## src/rtl/bshift_pkg.sv

```systemverilog
// Shared definitions for the barrel-shifter scheduler.
//   state_t            : scheduler FSM encoding (RUN / DRAIN / HALT)
//   DIR_LEFT/DIR_RIGHT : encoding of the per-job shift direction bit
//   MODE_SHIFT/MODE_ROT: encoding of the per-job logical/rotate bit
//   clog2()            : elaboration-time ceiling log2 for width derivation
package bshift_pkg;

  typedef enum logic [1:0] {
    ST_RUN   = 2'd0,
    ST_DRAIN = 2'd1,
    ST_HALT  = 2'd2
  } state_t;

  localparam logic DIR_LEFT   = 1'b0;
  localparam logic DIR_RIGHT  = 1'b1;
  localparam logic MODE_SHIFT = 1'b0;
  localparam logic MODE_ROT   = 1'b1;

  // Smallest r with 2**r >= n; callers guarantee n >= 2.
  function automatic int unsigned clog2(input int unsigned n);
    int unsigned r;
    r = 0;
    while ((32'd1 << r) < n) r++;
    return r;
  endfunction

endpackage

```

## src/rtl/bshift_sched_rr_arbiter.sv

```systemverilog
// Round-robin arbiter, purely combinational; the pointer register lives in
// the parent.
//   req     : request vector
//   ptr     : highest-priority requester index (< NREQ)
//   grant_c : one-hot grant, zero when no request
//   idx_c   : encoded index of the granted requester
//   found_c : any request present
module rr_arbiter #(
  parameter int unsigned NREQ = 4,
  parameter int unsigned IDW  = 2
) (
  input  logic [NREQ-1:0] req,
  input  logic [IDW-1:0]  ptr,
  output logic [NREQ-1:0] grant_c,
  output logic [IDW-1:0]  idx_c,
  output logic            found_c
);

  localparam int unsigned SW = IDW + 1;

  logic [NREQ-1:0] rot_c;
  logic [SW-1:0]   off_c;
  logic [SW-1:0]   sum_c;

  // Rotate so bit 0 is the requester at ptr; first set bit wins.
  always_comb begin
    rot_c   = NREQ'({req, req} >> ptr);
    found_c = 1'b0;
    off_c   = '0;
    for (int unsigned k = 0; k < NREQ; k++) begin
      if (!found_c && rot_c[k]) begin
        found_c = 1'b1;
        off_c   = SW'(k);
      end
    end
    // Undo the rotation: (ptr + offset) mod NREQ.
    sum_c = {1'b0, ptr} + off_c;
    if (sum_c >= SW'(NREQ)) sum_c = sum_c - SW'(NREQ);
    idx_c   = sum_c[IDW-1:0];
    grant_c = found_c ? (NREQ'(1) << idx_c) : '0;
  end

endmodule

```

## src/rtl/bshift_sched.sv

```systemverilog
// Round-robin scheduler sharing one fixed-latency barrel shifter among NREQ
// requesters. One job is issued per cycle; a LAT-deep tag pipeline tracks the
// owner of each in-flight job so results come back tagged with requester ID.
// flush_req halts issue and drains the pipeline; flush_done reports halt.
// Ports:
//   clk, rst_n                       : clock, async active-low reset
//   req_valid/ready/data/amt/dir/rot : per-requester job handshake
//                                      (req_ready is combinational, one-hot)
//   sh_valid/data/amt/dir/rot        : registered job to the shifter
//   sh_res_valid, sh_result          : shifter result, LAT cycles after sh_valid
//   rsp_valid, rsp_id, rsp_data      : registered tagged result
//   flush_req, flush_done            : drain request / drained-and-halted
//   err                              : sticky result/tag misalignment
module bshift_sched
  import bshift_pkg::*;
#(
  parameter int unsigned NREQ  = 4,
  parameter int unsigned WIDTH = 8,
  parameter int unsigned LAT   = 2,
  localparam int unsigned SHW  = clog2(WIDTH),
  localparam int unsigned IDW  = clog2(NREQ)
) (
  input  logic                clk,
  input  logic                rst_n,
  input  logic [NREQ-1:0]     req_valid,
  output logic [NREQ-1:0]     req_ready,
  input  logic [NREQ*WIDTH-1:0] req_data,
  input  logic [NREQ*SHW-1:0] req_amt,
  input  logic [NREQ-1:0]     req_dir,
  input  logic [NREQ-1:0]     req_rot,
  output logic                sh_valid,
  output logic [WIDTH-1:0]    sh_data,
  output logic [SHW-1:0]      sh_amt,
  output logic                sh_dir,
  output logic                sh_rot,
  input  logic                sh_res_valid,
  input  logic [WIDTH-1:0]    sh_result,
  output logic                rsp_valid,
  output logic [IDW-1:0]      rsp_id,
  output logic [WIDTH-1:0]    rsp_data,
  input  logic                flush_req,
  output logic                flush_done,
  output logic                err
);

  state_t                   state_q;
  logic [IDW-1:0]           ptr_q;
  logic [IDW-1:0]           sh_id_q;
  logic [LAT-1:0]           tag_v_q;
  logic [LAT-1:0][IDW-1:0]  tag_id_q;

  logic [NREQ-1:0]          grant_c;
  logic [IDW-1:0]           gidx_c;
  logic                     gfound_c;
  logic                     issue_en_c;
  logic                     hs_c;
  logic                     tail_v_c;
  logic [IDW-1:0]           tail_id_c;
  logic                     pipe_empty_c;

  rr_arbiter #(
    .NREQ (NREQ),
    .IDW  (IDW)
  ) u_arb (
    .req     (req_valid),
    .ptr     (ptr_q),
    .grant_c (grant_c),
    .idx_c   (gidx_c),
    .found_c (gfound_c)
  );

  // Grant only while running and not flushing; rst_n gating keeps req_ready
  // at zero throughout reset even though it is combinational.
  always_comb begin
    issue_en_c   = rst_n && (state_q == ST_RUN) && !flush_req;
    req_ready    = issue_en_c ? grant_c : '0;
    hs_c         = issue_en_c && gfound_c;
    tail_v_c     = tag_v_q[LAT-1];
    tail_id_c    = tag_id_q[LAT-1];
    pipe_empty_c = !sh_valid && !(|tag_v_q) && !rsp_valid;
  end

  // Issue register toward the shifter and round-robin pointer update.
  always_ff @(posedge clk or negedge rst_n) begin
    if (!rst_n) begin
      sh_valid <= 1'b0;
      sh_data  <= '0;
      sh_amt   <= '0;
      sh_dir   <= 1'b0;
      sh_rot   <= 1'b0;
      sh_id_q  <= '0;
      ptr_q    <= '0;
    end else begin
      sh_valid <= hs_c;
      if (hs_c) begin
        sh_data <= req_data[int'(gidx_c) * WIDTH +: WIDTH];
        sh_amt  <= req_amt[int'(gidx_c) * SHW +: SHW];
        sh_dir  <= req_dir[gidx_c];
        sh_rot  <= req_rot[gidx_c];
        sh_id_q <= gidx_c;
        ptr_q   <= (gidx_c == IDW'(NREQ - 1)) ? '0 : gidx_c + IDW'(1);
      end
    end
  end

  // Owner tags follow sh_valid so the last stage lines up with sh_res_valid.
  always_ff @(posedge clk or negedge rst_n) begin
    if (!rst_n) begin
      tag_v_q  <= '0;
      tag_id_q <= '0;
    end else begin
      tag_v_q[0]  <= sh_valid;
      tag_id_q[0] <= sh_id_q;
      for (int unsigned k = 1; k < LAT; k++) begin
        tag_v_q[k]  <= tag_v_q[k-1];
        tag_id_q[k] <= tag_id_q[k-1];
      end
    end
  end

  // Result capture; any valid/tag disagreement is dropped and flagged.
  always_ff @(posedge clk or negedge rst_n) begin
    if (!rst_n) begin
      rsp_valid <= 1'b0;
      rsp_id    <= '0;
      rsp_data  <= '0;
      err       <= 1'b0;
    end else begin
      rsp_valid <= sh_res_valid && tail_v_c;
      if (sh_res_valid && tail_v_c) begin
        rsp_id   <= tail_id_c;
        rsp_data <= sh_result;
      end
      if (sh_res_valid != tail_v_c) err <= 1'b1;
    end
  end

  // Flush FSM with registered flush_done.
  always_ff @(posedge clk or negedge rst_n) begin
    if (!rst_n) begin
      state_q    <= ST_RUN;
      flush_done <= 1'b0;
    end else begin
      case (state_q)
        ST_RUN: begin
          flush_done <= 1'b0;
          if (flush_req) state_q <= ST_DRAIN;
        end
        ST_DRAIN: begin
          if (pipe_empty_c) begin
            state_q    <= ST_HALT;
            flush_done <= 1'b1;
          end
        end
        ST_HALT: begin
          if (!flush_req) begin
            state_q    <= ST_RUN;
            flush_done <= 1'b0;
          end else begin
            flush_done <= 1'b1;
          end
        end
        default: begin
          state_q    <= ST_RUN;
          flush_done <= 1'b0;
        end
      endcase
    end
  end

endmodule

```

## config.mk

```make
export PLATFORM = sky130hd
export DESIGN_NAME = bshift_sched
export DESIGN_NICKNAME = d
export VERILOG_FILES = /design/src/rtl/bshift_pkg.sv /design/src/rtl/bshift_sched_rr_arbiter.sv /design/src/rtl/bshift_sched.sv
export SDC_FILE = /design/constraint.sdc
export NUM_CORES = 1
export LEC_CHECK = 0
export BUFFER_PORTS_ARGS = -buffer_cell sky130_fd_sc_hd__buf_2
export CORE_ASPECT_RATIO = 1.75
export CORE_MARGIN = 10
export CORE_UTILIZATION = 33
export DETAILED_ROUTE_END_ITERATION = 8
export PLACE_DENSITY = 0.64
export SLEW_MARGIN = 20
export SYNTH_ARGS = -nofsm -noshare
export SYNTH_HDL_FRONTEND = slang
export SYNTH_HIERARCHICAL = 1
export SYNTH_SLANG_ARGS = --single-unit
```

## constraint.sdc

```tcl
create_clock -name clk -period 2.7 [get_ports clk]
set_clock_uncertainty 0.2 [all_clocks]
set_input_delay 0.54 -clock clk [delete_from_list [all_inputs] [get_ports clk]]
set_output_delay 0.54 -clock clk [all_outputs]
set_load 0.02 [all_outputs]
```

==> results of run 1 <==
power by group through the flow:
stage / combinational (mW) / clock, mW / sequential (mW)
global route: 2.20 / 0.521 / 1.05
finish: 2.01 / 0.479 / 1.00
detailed placement: 1.97 / 0 / 1.01
floorplan: 1.27 / 0 / 1.20
CTS: 2.04 / 0.494 / 1.00
global placement: 1.94 / 0 / 0.992
cell usage in the layout (no fill, tap or decap), types with 4 or more instances in the layout:
| cell type | Yosys | layout |
|---|---|---|
| buf_4 | 0 | 11 |
| mux4_2 | 9 | 9 |
| mux2i_1 | 6 | 6 |
| nand2_1 | 7 | 7 |
| buf_6 | 2 | 5 |
| ha_1 | 7 | 6 |
| clkbuf_8 | 0 | 5 |
| mux4_1 | 4 | 4 |
| mux2_2 | 26 | 23 |
| inv_1 | 5 | 5 |
| and2_1 | 5 | 5 |
| buf_2 | 4 | 94 |
| dfrtp_1 | 39 | 38 |
| nand2b_1 | 5 | 5 |
worst min path at each step:
stage,cells after the start,slack [ns],end,start
after floorplan,0,0.04,err,rst_n
after global placement,0,0.13,tail_id_c[0],tag_id_q[0]
after detailed placement,0,0.14,tail_id_c[1],tag_id_q[1]
after CTS,2,0.02,tag_id_q[1],rst_n
after global routing,2,0.03,tag_id_q[1],rst_n
final,2,0.02,ptr_q[1],rst_n
stage by stage:
step | utilization [%] | setup TNS (ns) | cell area (um^2) | hold slack [ns] | worst slack (ns)
after floorplan | - | -0.2551 | 2181 | 0.04441 | -0.03610
after global placement | 45.16 | -1.747 | 2813 | 0.1349 | -0.1339
after detailed placement | 45.16 | -2.837 | 2813 | 0.1419 | -0.2101
after CTS | 47.89 | -0.7943 | 2983 | 0.01911 | -0.2063
after global routing | 48.45 | -1.649 | 3018 | 0.03274 | -0.3774
final | 48.45 | -0.7642 | 3018 | 0.02330 | -0.1951
kinds of logic (layout without fill, tap and decap cells):
logic type / count (synthesis) / after routing / synth area share [%]
DFF: 39 / 39 / 45.69
adders and majority gates: 7 / 7 / 4.101
xor gates and xnor gates: 3 / 3 / 1.230
muxes: 45 / 45 / 30.93
AOI/OAI and AO/OA: 16 / 16 / 6.562
buffers and inverters: 14 / 126 / 4.160
and+or+nand+nor: 28 / 28 / 7.323
sequential cells by signal, summed over array words and instances (netlist names):
register	count
tag_v_q	2
sh_rot	1
rsp_id	2
sh_data	8
sh_id_q	2
tail_id_c	2
sh_dir	1
flush_done	1
tag_id_q	2
err	1
sh_amt	3
sh_valid	1
ptr_q	2
rsp_valid	1
rsp_data	8
state_q	2
layout make-up:
class	count	area share, %
clock buffers	5	2.280
clock inverters	3	1.451
inverters	5	0.6219
multi-input cells	99	37.77
flip-flops and latches	39	32.38
well taps	80	3.317
repair buffers	113	22.18
synthesized netlist by cell type (2+ instances only):
cell type,n
ha_1,7
nand4b_1,2
a21oi_1,2
mux4_1,4
o22a_1,2
buf_6,2
inv_1,5
mux4_2,9
nor2_1,3
clkbuf_1,2
dfrtp_1,39
o211ai_1,2
buf_2,4
nor4_1,2
mux2i_1,6
nand2_1,7
and2_1,5
nand2b_1,5
xnor2_1,2
mux2_2,26
worst reg2reg max path, cell delays in order (launching register included):
cell	delay, ns
dfrtp_2	0.48
buf_6	0.14
a211o_1	0.24
o22a_1	0.22
o22ai_4	0.31
xnor2_2	0.18
buf_12	0.17
mux4_2	0.31
mux2_2	0.27
metal layers:
layer  routed length (um)  global-route usage (%)  share of wire, %
met2                 2943                   19.87                55
met1                 1888                   10.66                35
met4                   85                   3.685               1.6
met5                    0                       0                 0
met3                  427                   3.607               8.0
what timing repair did:
item	4_1_cts	5_1_grt
endpoints found under the setup margin	4	17
gates resized for setup	11	6
hold buffers	0	0
pin swaps	4	2
buffers inserted	3	0
==> qor.csv, run 1 <==
metric;value;unit
crit path launch type;register;
WP data required;1.96;ns
synthesized cell area;0.002136;mm^2
IO Pins;99;
GRT Util Overall;10.77;%
Syn-to-layout area delta;41.30;%
grt total ovfl;0;
Hold Crit Class;in2async;
sequential area share after synthesis;45.69;%
crit path to;req_ready[3];
Num CTS Buffers;5;
starting DRC count in detailed routing;15;
vias;1660;
RD Place Congestion;0.7473;
first-pass GRT wire length;8880;um
placed cells;333;
worst reg2reg setup slack;0.08;ns
CTS tree;yes;
Finish-stage setup viols;4;
Yosys cell types;36;
violated checks;negative setup slack;
initial core utilization;34.29;%
crit-path max cell delay;0.48;ns
ys flop type;dfrtp_1;
die footprint;0.01022;mm^2
Buffers & Inverters on Critical Path;2;
P_leak;1.464;nW
largest net degree at the start of global routing;23;
clock-pin slew on the worst setup and hold paths;0.08;ns
worst-margin pin slew;0.5745;ns
Slew HR;61.28;%
post-synthesis register bit count;39;
Final #Nets;338;
Yosys top cell by area;dfrtp_1;
Fin. Hold Viols;0;
n_diodes;0;
outcome;finished with violations;
worst r2r path cells;8;
DRT Pass-1 Iters;3;
Critical path origin;ptr_q[0];
DRC;0;
layout cells sized above 1;64.39;%
Clock Tree Root;clkbuf_8;
syn nets;227;
RSZ-0062 raised after global routing;true;
hpwl dp;4521;um
Synth Instances;152;
clk_lat worst skew;0.28;ns
Crit. path cell count;7;
area of the multi-input gates;0.001140;mm^2
synth warn;6;
vias in the first global route;1904;
Slowest-stage cell, CP;dfrtp_2;
Post-synth EDFFs;0;
crit-path cells;buf_6 > a211o_1 > o22a_1 > o22ai_4 > mux2i_1 > and2_1 > buf_6;
DRT Wirelength;5344;um
post-route setup slack;-0.1951;ns
core area;0.006228;mm^2
H-Tree Depth;2;
antenna violations before repair;0;
crit path max fanout;8;
worst reg2reg path endpoint;sh_data[7];
logic gate share of total power;57.6;%
Crit Path Class;reg2out;
Port Buf Inserts;98;
Final Cycle Share;107.2;%
worst vdd ir;0.4201;mV
P_int;2.202;mW
routed vias/inst;4.826;
Num Clock Sinks;39;
die extent in x;80.82;um
Total Power;3.494;mW
Sequential Power Share;28.7;%
fmax;345.4;MHz
Non-Filler Instances;344;
top cells by area, synth;dfrtp_1 (46%), mux2_2 (14%), mux4_2 (9.5%), mux4_1 (4.9%), ha_1 (4.1%);
RR Startpoint;ptr_q[0];
Register Area;977.2;um^2
Std-Cell Rows;38;
Clock Power Share;13.7;%
kind of end point of the critical path;primary output;
WL/cell;15.53;um
share of the synthesized area in the top cell type;45.69;%
Worst EP arrival;2.16;ns
Layout fillers;593;
max-slew violations;0;
Routed Antenna Nets;0;
CTS Buffer Depth;2;
Worst path most repeated cell;buf_6;
DIE HEIGHT;126.4;um
switching pwr;1.292;mW
asr flop ratio synth;100.0;%
Max-cap violations;0;
switching part of the total power;36.98;%
delay-heaviest family, CP;compound AO/OA/AOI/OAI gates;
fin crit period;2.895;ns
Mean Syn Cell Area;14.05;um^2
Power Dens Cells;1158;mW/mm^2
Power figures use the tool's default switching activity.
==> run 2, diff against run 1 <==
--- a/config.mk
+++ b/config.mk
@@ -6,9 +6,9 @@
 export NUM_CORES = 1
 export LEC_CHECK = 0
 export BUFFER_PORTS_ARGS = -buffer_cell sky130_fd_sc_hd__buf_2
-export CORE_ASPECT_RATIO = 1.75
 export CORE_MARGIN = 10
 export CORE_UTILIZATION = 33
+export CTS_CLUSTER_DIAMETER = 200
 export DETAILED_ROUTE_END_ITERATION = 8
 export PLACE_DENSITY = 0.64
 export SLEW_MARGIN = 20
==> run 2 against run 1 <==
Compared with the run above:
- the run still ends with negative setup slack left
- die area down 1.2%
- fmax rose by 1.6%
- non-clock buffer count is 1 higher
- sequential share of layout area is 0.50 points lower
- critical path type unchanged
==> qor.csv, run 2 (same netlist as run 1, synthesis figures left out) <==
metric;value;unit
# hold bufs at CTS;0;
first-pass GRT wire length;8880;um
GRT Util Overall;10.86;%
layout cells sized above 1;65.28;%
kind of end point of the critical path;primary output;
Num CTS Buffers;5;
outcome;finished with violations;
crit path launch type;register;
vias in the first global route;1823;
DIE HEIGHT;100.5;um
Layout fillers;561;
worst-margin pin slew;0.5405;ns
Slew HR;63.57;%
Sum Neg Setup Slack;-1.367;ns
placed cells;330;
routed vias/inst;4.912;
DRT Wirelength;5444;um
post-route setup slack;-0.1496;ns
commonest non-fill, non-tap cell in the layout;buf_2;
H-Tree Depth;2;
max-slew violations;0;
core area;0.006314;mm^2
Std-Cell Rows;29;
DRC;0;
CTS tree;yes;
Port Buf Inserts;98;
Non-Filler Instances;342;
RD Place Congestion;0.7702;
WP data required;1.96;ns
Setup WS pre-CTS;-0.1840;ns
P_leak;1.487;nW
placed instance area;0.002821;mm^2
Final #Nets;339;
Hold Crit Class;in2async;
largest net degree at the start of global routing;40;
crit path max fanout;6;
Num Clock Sinks;39;
Crit Path Class;reg2out;
worst vdd ir;0.5310;mV
RSZ-0062 raised after global routing;true;
grt total ovfl;0;
hpwl dp;4275;um
violated checks;negative setup slack;
clk_lat worst skew;0.28;ns
starting DRC count in detailed routing;21;
die extent in x;100.5;um
initial core utilization;33.83;%
antenna violations before repair;1;
IO Pins;99;
Max-cap violations;0;
Routed Antenna Nets;0;
clock-pin slew on the worst setup and hold paths;0.08;ns
die footprint;0.01009;mm^2
Finish-stage setup viols;17;
fin crit period;2.850;ns
Total Power;3.638;mW
top flop regs;rsp_data x8, sh_data x8, sh_amt x3;
Final Cycle Share;105.5;%
Worst EP arrival;2.11;ns
Clock Tree Root;clkbuf_8;
fmax;350.9;MHz
fin area;0.003065;mm^2
vias;1680;
CTS Buffer Depth;2;
WL/cell;15.92;um
n_diodes;0;
DRT Pass-1 Iters;4;
Fin. Hold Viols;0;
Syn-to-layout area delta;43.53;%
Power Dens Cells;1187;mW/mm^2
most frequent cells in the layout;buf_2 (94), dfrtp_1 (38), mux2_2 (23);
==> run 2: cell types whose count changed in the layout (fill, tap and decap cells not counted), sizes merged <==
cell / delta
clkinv: -2
bufinv: +1
buf: +1
clkbuf: +1
==> run 2: worst paths after layout <==
path,from,endpoint,slack (ns),cells past startpoint
setup / recovery,ptr_q[0],req_ready[1],-0.15,7
hold / removal,rst_n,sh_data[0],0.13,2
setup reg to reg,ptr_q[0],sh_data[3],-0.09,10
hold reg to reg,tag_id_q[0],tail_id_c[0],0.15,0
max in group asynchronous,rst_n,ptr_q[0],1.82,2
min in group clk,tag_id_q[0],tail_id_c[0],0.15,0
==> run 2: through the flow <==
step                utilization (%)  hold WS, ns
floorplan                         -      0.04441
detailed placement            44.69       0.1362
global route                  48.55       0.1595
global placement              44.69       0.1325
finish                        48.55       0.1305
CTS                           47.82       0.1457
==> run 2: timing repair <==
action,in CTS,in global routing
gates resized for setup,15,7
pin swaps,4,7
buffers inserted,3,1
setup endpoints to repair,4,18
==> run 2: worst max-delay path, cell delays in order, from the launching register on <==
cell and delay, ns:
dfrtp_2 0.47, buf_6 0.15, a211o_1 0.25, o22a_1 0.21, o22ai_4 0.25, mux2i_1 0.22, and2_1 0.16, buf_6 0.12
==> run 2: cell type report <==
type	count	area, um^2	area share [%]
Multi-Input combinational cell	99	1151	37.55
Sequential cell	39	977.2	31.88
Timing Repair Buffer	114	689.4	22.49
Tap cell	77	96.34	3.143
Clock buffer	6	72.57	2.367
Clock inverter	2	60.06	1.959
Inverter	5	18.77	0.6122
==> run 2: where the power goes <==
part	total, mW	internal [mW]	switching, mW	leakage (nW)
Sequential	0.985	0.847	0.138	0.473
Combinational	2.08	1.11	0.967	0.949
Clock	0.578	0.370	0.208	0.0654
Total	3.64	2.32	1.31	1.49
==> run 2: layer usage <==
metal  global-route usage (%)  vias to the layer above  part of all wire [%]
li1                         -                      792                     -
met1                    12.56                      808                    40
met2                    16.82                       71                    48
met3                    6.241                        7                    11
met4                    2.935                        2                  0.70
met5                        0                        -                  0.13
